===== src/rtl/food_spawner.sv =====
// food_spawner: turns free-running 7-bit random X/Y samples into a legal food
// cell on the playfield. Each candidate is folded into grid range, then the
// snake body RAM is scanned (registered read) to reject positions that sit
// on the snake. A rejected candidate is resampled up to MAX_TRIES times.
//
// Optional build macro FOOD_BORDER_GUARD_EN: when defined, candidates on a
// border cell are rejected in SAMPLE without a scan (one try, one cycle).
module food_spawner #(
    parameter int GRID_W    = 96,
    parameter int GRID_H    = 64,
    parameter int MAX_LEN   = 64,
    parameter int ADDR_W    = 6,
    parameter int MAX_TRIES = 16
) (
    input  logic              clk,
    input  logic              rst,
    input  logic              spawn_req,
    input  logic              food_clear,
    input  logic [6:0]        rand_x,
    input  logic [6:0]        rand_y,
    input  logic [6:0]        snake_len,
    output logic [ADDR_W-1:0] seg_addr,
    input  logic [6:0]        seg_x,
    input  logic [6:0]        seg_y,
    output logic [6:0]        food_x,
    output logic [6:0]        food_y,
    output logic              food_valid,
    output logic              busy,
    output logic              spawn_done,
    output logic              spawn_fail
);

    localparam int TRY_W = $clog2(MAX_TRIES + 1);
    localparam logic [6:0] GW7 = 7'(GRID_W);
    localparam logic [6:0] GH7 = 7'(GRID_H);
    localparam logic [6:0] ML7 = 7'(MAX_LEN);
    localparam logic [TRY_W-1:0] MAXT = TRY_W'(MAX_TRIES);

    typedef enum logic [2:0] {
        S_IDLE,
        S_SAMPLE,
        S_SCAN,
        S_COMMIT,
        S_FAIL
    } state_t;

    state_t state_reg, state_next;

    logic [6:0]        cx_reg, cx_next;
    logic [6:0]        cy_reg, cy_next;
    logic [TRY_W-1:0]  try_reg, try_next;
    logic [6:0]        scan_reg, scan_next;
    logic [ADDR_W-1:0] addr_reg, addr_next;
    logic              hit_reg, hit_next;
    logic [6:0]        food_x_reg, food_x_next;
    logic [6:0]        food_y_reg, food_y_next;
    logic              food_valid_reg, food_valid_next;

    logic [6:0]        fold_x, fold_y, eff_len;
    logic [TRY_W-1:0]  try_plus;
    logic              seg_match, border, final_hit;

    // Fold the raw samples into grid range and derive the scan length.
    always_comb begin
        fold_x   = (rand_x >= GW7) ? (rand_x - GW7) : rand_x;
        fold_y   = (rand_y >= GH7) ? (rand_y - GH7) : rand_y;
        eff_len  = (snake_len > ML7) ? ML7 : snake_len;
        try_plus = try_reg + TRY_W'(1);
        // RAM data in scan step j belongs to address j-1, so step 0 has no data.
        seg_match = (scan_reg != 7'd0) && (seg_x == cx_reg) && (seg_y == cy_reg);
        final_hit = hit_reg | seg_match;
`ifdef FOOD_BORDER_GUARD_EN
        border = (fold_x == 7'd0) || (fold_x == GW7 - 7'd1) ||
                 (fold_y == 7'd0) || (fold_y == GH7 - 7'd1);
`else
        border = 1'b0;
`endif
    end

    // State and datapath registers.
    always_ff @(posedge clk) begin
        if (rst) begin
            state_reg      <= S_IDLE;
            cx_reg         <= '0;
            cy_reg         <= '0;
            try_reg        <= '0;
            scan_reg       <= '0;
            addr_reg       <= '0;
            hit_reg        <= 1'b0;
            food_x_reg     <= '0;
            food_y_reg     <= '0;
            food_valid_reg <= 1'b0;
        end else begin
            state_reg      <= state_next;
            cx_reg         <= cx_next;
            cy_reg         <= cy_next;
            try_reg        <= try_next;
            scan_reg       <= scan_next;
            addr_reg       <= addr_next;
            hit_reg        <= hit_next;
            food_x_reg     <= food_x_next;
            food_y_reg     <= food_y_next;
            food_valid_reg <= food_valid_next;
        end
    end

    // Next-state logic, scan sequencing and output pulses.
    always_comb begin
        state_next      = state_reg;
        cx_next         = cx_reg;
        cy_next         = cy_reg;
        try_next        = try_reg;
        scan_next       = scan_reg;
        addr_next       = addr_reg;
        hit_next        = hit_reg;
        food_x_next     = food_x_reg;
        food_y_next     = food_y_reg;
        food_valid_next = food_clear ? 1'b0 : food_valid_reg;
        spawn_done      = 1'b0;
        spawn_fail      = 1'b0;

        case (state_reg)
            S_IDLE: begin
                if (spawn_req) begin
                    state_next = S_SAMPLE;
                    try_next   = '0;
                    addr_next  = '0;
                end
            end
            S_SAMPLE: begin
                cx_next   = fold_x;
                cy_next   = fold_y;
                try_next  = try_plus;
                hit_next  = 1'b0;
                scan_next = '0;
                addr_next = '0;
                if (border) begin
                    state_next = (try_plus >= MAXT) ? S_FAIL : S_SAMPLE;
                end else begin
                    // An empty body still spends one SCAN cycle, which keeps
                    // first-try latency at L+3 for every L.
                    state_next = S_SCAN;
                end
            end
            S_SCAN: begin
                if (seg_match) begin
                    hit_next = 1'b1;
                end
                if (scan_reg == eff_len) begin
                    if (!final_hit) begin
                        state_next = S_COMMIT;
                    end else if (try_reg < MAXT) begin
                        state_next = S_SAMPLE;
                    end else begin
                        state_next = S_FAIL;
                    end
                end else begin
                    scan_next = scan_reg + 7'd1;
                    // Stop advancing at the tail so stale entries are never read.
                    if ((scan_reg + 7'd1) < eff_len) begin
                        addr_next = ADDR_W'(scan_reg + 7'd1);
                    end
                end
            end
            S_COMMIT: begin
                food_x_next     = cx_reg;
                food_y_next     = cy_reg;
                food_valid_next = 1'b1;
                spawn_done      = 1'b1;
                state_next      = S_IDLE;
            end
            S_FAIL: begin
                spawn_fail = 1'b1;
                state_next = S_IDLE;
            end
            default: begin
                state_next = S_IDLE;
            end
        endcase
    end

    assign seg_addr   = addr_reg;
    assign food_x     = food_x_reg;
    assign food_y     = food_y_reg;
    assign food_valid = food_valid_reg;
    assign busy       = (state_reg != S_IDLE);

endmodule


===== config.mk =====
export PLATFORM = sky130hd
export DESIGN_NAME = food_spawner
export DESIGN_NICKNAME = d
export VERILOG_FILES = /design/src/rtl/food_spawner.sv
export SDC_FILE = /design/constraint.sdc
export NUM_CORES = 1
export LEC_CHECK = 0
export BUFFER_PORTS_ARGS = -buffer_cell sky130_fd_sc_hd__buf_2
export CORE_MARGIN = 2
export CORE_UTILIZATION = 27
export CTS_CLUSTER_DIAMETER = 50
export DETAILED_ROUTE_END_ITERATION = 16
export PLACE_DENSITY = 0.58
export SLEW_MARGIN = 20
export SYNTH_ARGS = -nofsm -noshare
export SYNTH_HDL_FRONTEND = slang
export SYNTH_SLANG_ARGS = --single-unit

===== constraint.sdc =====
create_clock -name clk -period 4.9 [get_ports clk]
set_input_delay 0.245 -clock clk [delete_from_list [all_inputs] [get_ports clk]]
set_output_delay 0.245 -clock clk [all_outputs]
set_load 0.03 [all_outputs]

==> impl_metrics.tcl <==
set metrics [dict create \
    row_count 35 \
    setup_tns_ns 0 \
    setup_viol 0 \
    r2r_slack_ns 2.37 \
    chipWidth_um 101 \
    coreArea_um2 9240 \
    synthArstFlopShare_pct 0 \
    finalClockSkew_ns 0.0103 \
    hold_path_end "cy_reg[4]" \
    postLayoutCellArea_um2 3070 \
    finalHoldViolCount 0 \
    syn_area_per_cell_um2 8.32 \
    cts_hold_buffers 0 \
    ff2ff_path_depth 8 \
    multi_input_area_um2 1450 \
    clk_latency_ns 0.31 \
    timing.fmax_mhz 386 \
    arrival_ns 2.35 \
    clock_sinks 51 \
    syn2layout_area_growth_pct 19.9 \
    clk_pin_slew_ns 0.10 \
    vias 2313 \
    htree_levels 2 \
    detail_route.first_pass.iterations 4 \
    netlist_instances 308 \
    slew_headroom_pct 45.9 \
    cts_made_buffers 5 \
    grt_antenna_before_repair 0 \
    drc 0 \
    vdd_drop_max_uv 113 \
    drtAntennaViolNets 0 \
    drv_slew 0 \
    final_common_cell "nand2_1" \
    cts_tree "yes" \
    drt-total-wl_um 6470 \
    portBuffers 61 \
    worstHoldStart "rand_y[4]" \
    gr-total-overflow 0 \
    final_cell_mix "nand2_1 (74), buf_2 (61), dfxtp_1 (51)" \
    dp_hpwl_um 4670 \
    grt_pass1_wl_um 10500 \
    regArea_um2 1020 \
    hp-class "in2reg" \
    initial_utilization_pct 27.7 \
    drtIter0Drc 72 \
    design.die.area_um2 10300 \
    synth_edf_count 0 \
    cts_buffer_depth 2 \
    yosys_warnings 0 \
    r2r-start "scan_reg[0]" \
    avgViaCountPerCell 4.71 \
    io_pins 63 \
    tightestPinTransition_ns 0.812 \
    nets 410 \
    fin_crit_ns 2.59 \
    p_leak_nw 1.25 \
    placed_area_um2 2960 \
    powerDensity_nw_per_um2 276 \
    post_cts_buffers 0 \
    synth-seq-cells 51 \
    die_height_um 101 \
    holdPathStages 3 \
    yosysSeqAreaShare_pct 39.9 \
    cp_max_fo 16 \
    timing.rr.end "seg_addr[4]" \
    netlist_area_um2 2560 \
    grt_max_degree 43 \
    critical_path_class "reg2out" \
    instances_no_fill 491 \
    status "finished, final reports clean" \
    diodes 0 \
    p_total_mw 0.848 \
    track_usage_pct 12.7 \
    cp.required_ns 4.66 \
    layout-drive-gt1-share_pct 21.5 \
    cts_resized 0 \
    grt_pass1_vias 2247 \
    synth_nets 357 \
    fillers 1023 \
    clockRootBuffer "clkbuf_8" \
    gp_congestion 0.781 \
    critPathLaunchType "register" \
    rsz0062_at_grt "no" \
    worstSetupEndpointType "output pin" \
    avgRoutedWirePerCell_um 13.2 \
    cap_violations 0 \
    synth_cell_types 50 \
    synthFlopType "dfxtp_1" \
    finalCritPeriodShare_pct 52.9 \
    placed_cells 483 \
]
-- cell families (layout without fill, tap and decap cells) --
family | count (synthesis) | count (layout) | synth area share (%)
DFF | 51 | 51 | 39.9
adders and majority gates | 10 | 10 | 4.89
and+or+nand+nor | 134 | 134 | 25.6
buffers and inverters | 21 | 75 | 3.66
muxes | 9 | 9 | 3.71
AOI/OAI and AO/OA | 62 | 62 | 15.0
xor gates and xnor gates | 21 | 21 | 7.18
-- final cells by class --
cell class | instances | area share [%]
inverters | 6 | 0.733
multi-input cells | 236 | 47.1
well taps | 129 | 5.25
clock inverters | 3 | 1.51
flip-flops and latches | 51 | 33.2
clock buffers | 5 | 2.24
repair buffers | 61 | 9.94
-- worst max path at each step --
stage / cells past startpoint / slack, ns / startpoint / to
2_1_floorplan: 8 / 2.70 / scan_reg[1] / seg_addr[0]
3_3_place_gp: 8 / 2.43 / scan_reg[1] / seg_addr[2]
3_5_place_dp: 8 / 2.39 / scan_reg[1] / seg_addr[4]
4_1_cts: 3 / 2.26 / state_reg[0] / spawn_done
5_1_grt: 3 / 2.12 / state_reg[0] / spawn_done
6_report: 3 / 2.31 / state_reg[0] / spawn_done
-- critical path, stage by stage (launching register included) --
cell      delay, ns
dfxtp_1        0.48
nand3b_1       0.59
inv_1          0.66
buf_2          0.30
-- cell usage after synthesis (all sizes together) (2+ instances only) --
| cell type | count | area share [%] |
|---|---|---|
| nor3 | 2 | 0.83 |
| xnor2 | 15 | 5.1 |
| nor4 | 2 | 0.49 |
| ha | 10 | 4.9 |
| xor2 | 6 | 2.1 |
| o211ai | 3 | 0.88 |
| clkbuf | 7 | 1.0 |
| a31o | 2 | 0.68 |
| nor2b | 7 | 1.7 |
| nor2 | 15 | 2.3 |
| dfxtp | 51 | 40 |
| nor4b | 2 | 0.68 |
| nor3b | 3 | 0.88 |
| o31ai | 2 | 0.59 |
| nand2 | 74 | 11 |
| a21oi | 36 | 7.2 |
| and3 | 3 | 0.73 |
| o21ai | 3 | 0.59 |
| a211oi | 2 | 0.59 |
| mux2i | 8 | 3.1 |
| buf | 8 | 1.8 |
| inv | 6 | 0.88 |
| nand4bb | 2 | 0.88 |
| a211o | 3 | 1.0 |
| o21a | 2 | 0.59 |
| nand2b | 2 | 0.78 |
| nand3 | 8 | 1.6 |
| a311oi | 2 | 0.68 |
| nand4 | 3 | 0.73 |
| nand3b | 6 | 1.8 |
-- power breakdown --
part / total [mW] / internal, mW / switching, mW / leakage, nW
Combinational: 0.110 / 0.0451 / 0.0650 / 0.788
Sequential: 0.434 / 0.423 / 0.0105 / 0.412
Clock: 0.304 / 0.154 / 0.150 / 0.0548
-- layer usage --
layer	vias to the layer above	wire [um]	GRT usage, %
li1	1171	-	-
met2	52	2890	21.7
met1	1085	3240	16.4
met3	5	311	3.38
met5	-	0	0
met4	0	34	1.98
-- per-stage QoR --
stage	hold slack, ns	utilization, %	setup WS, ns
6_report	0.160	33.2	2.31
4_1_cts	0.152	33.2	2.26
3_5_place_dp	0.450	32.0	2.39
3_3_place_gp	0.443	32.0	2.43
2_1_floorplan	0.381	-	2.70
5_1_grt	0.159	33.2	2.12
No activity file was read; power rests on OpenSTA's default activity.
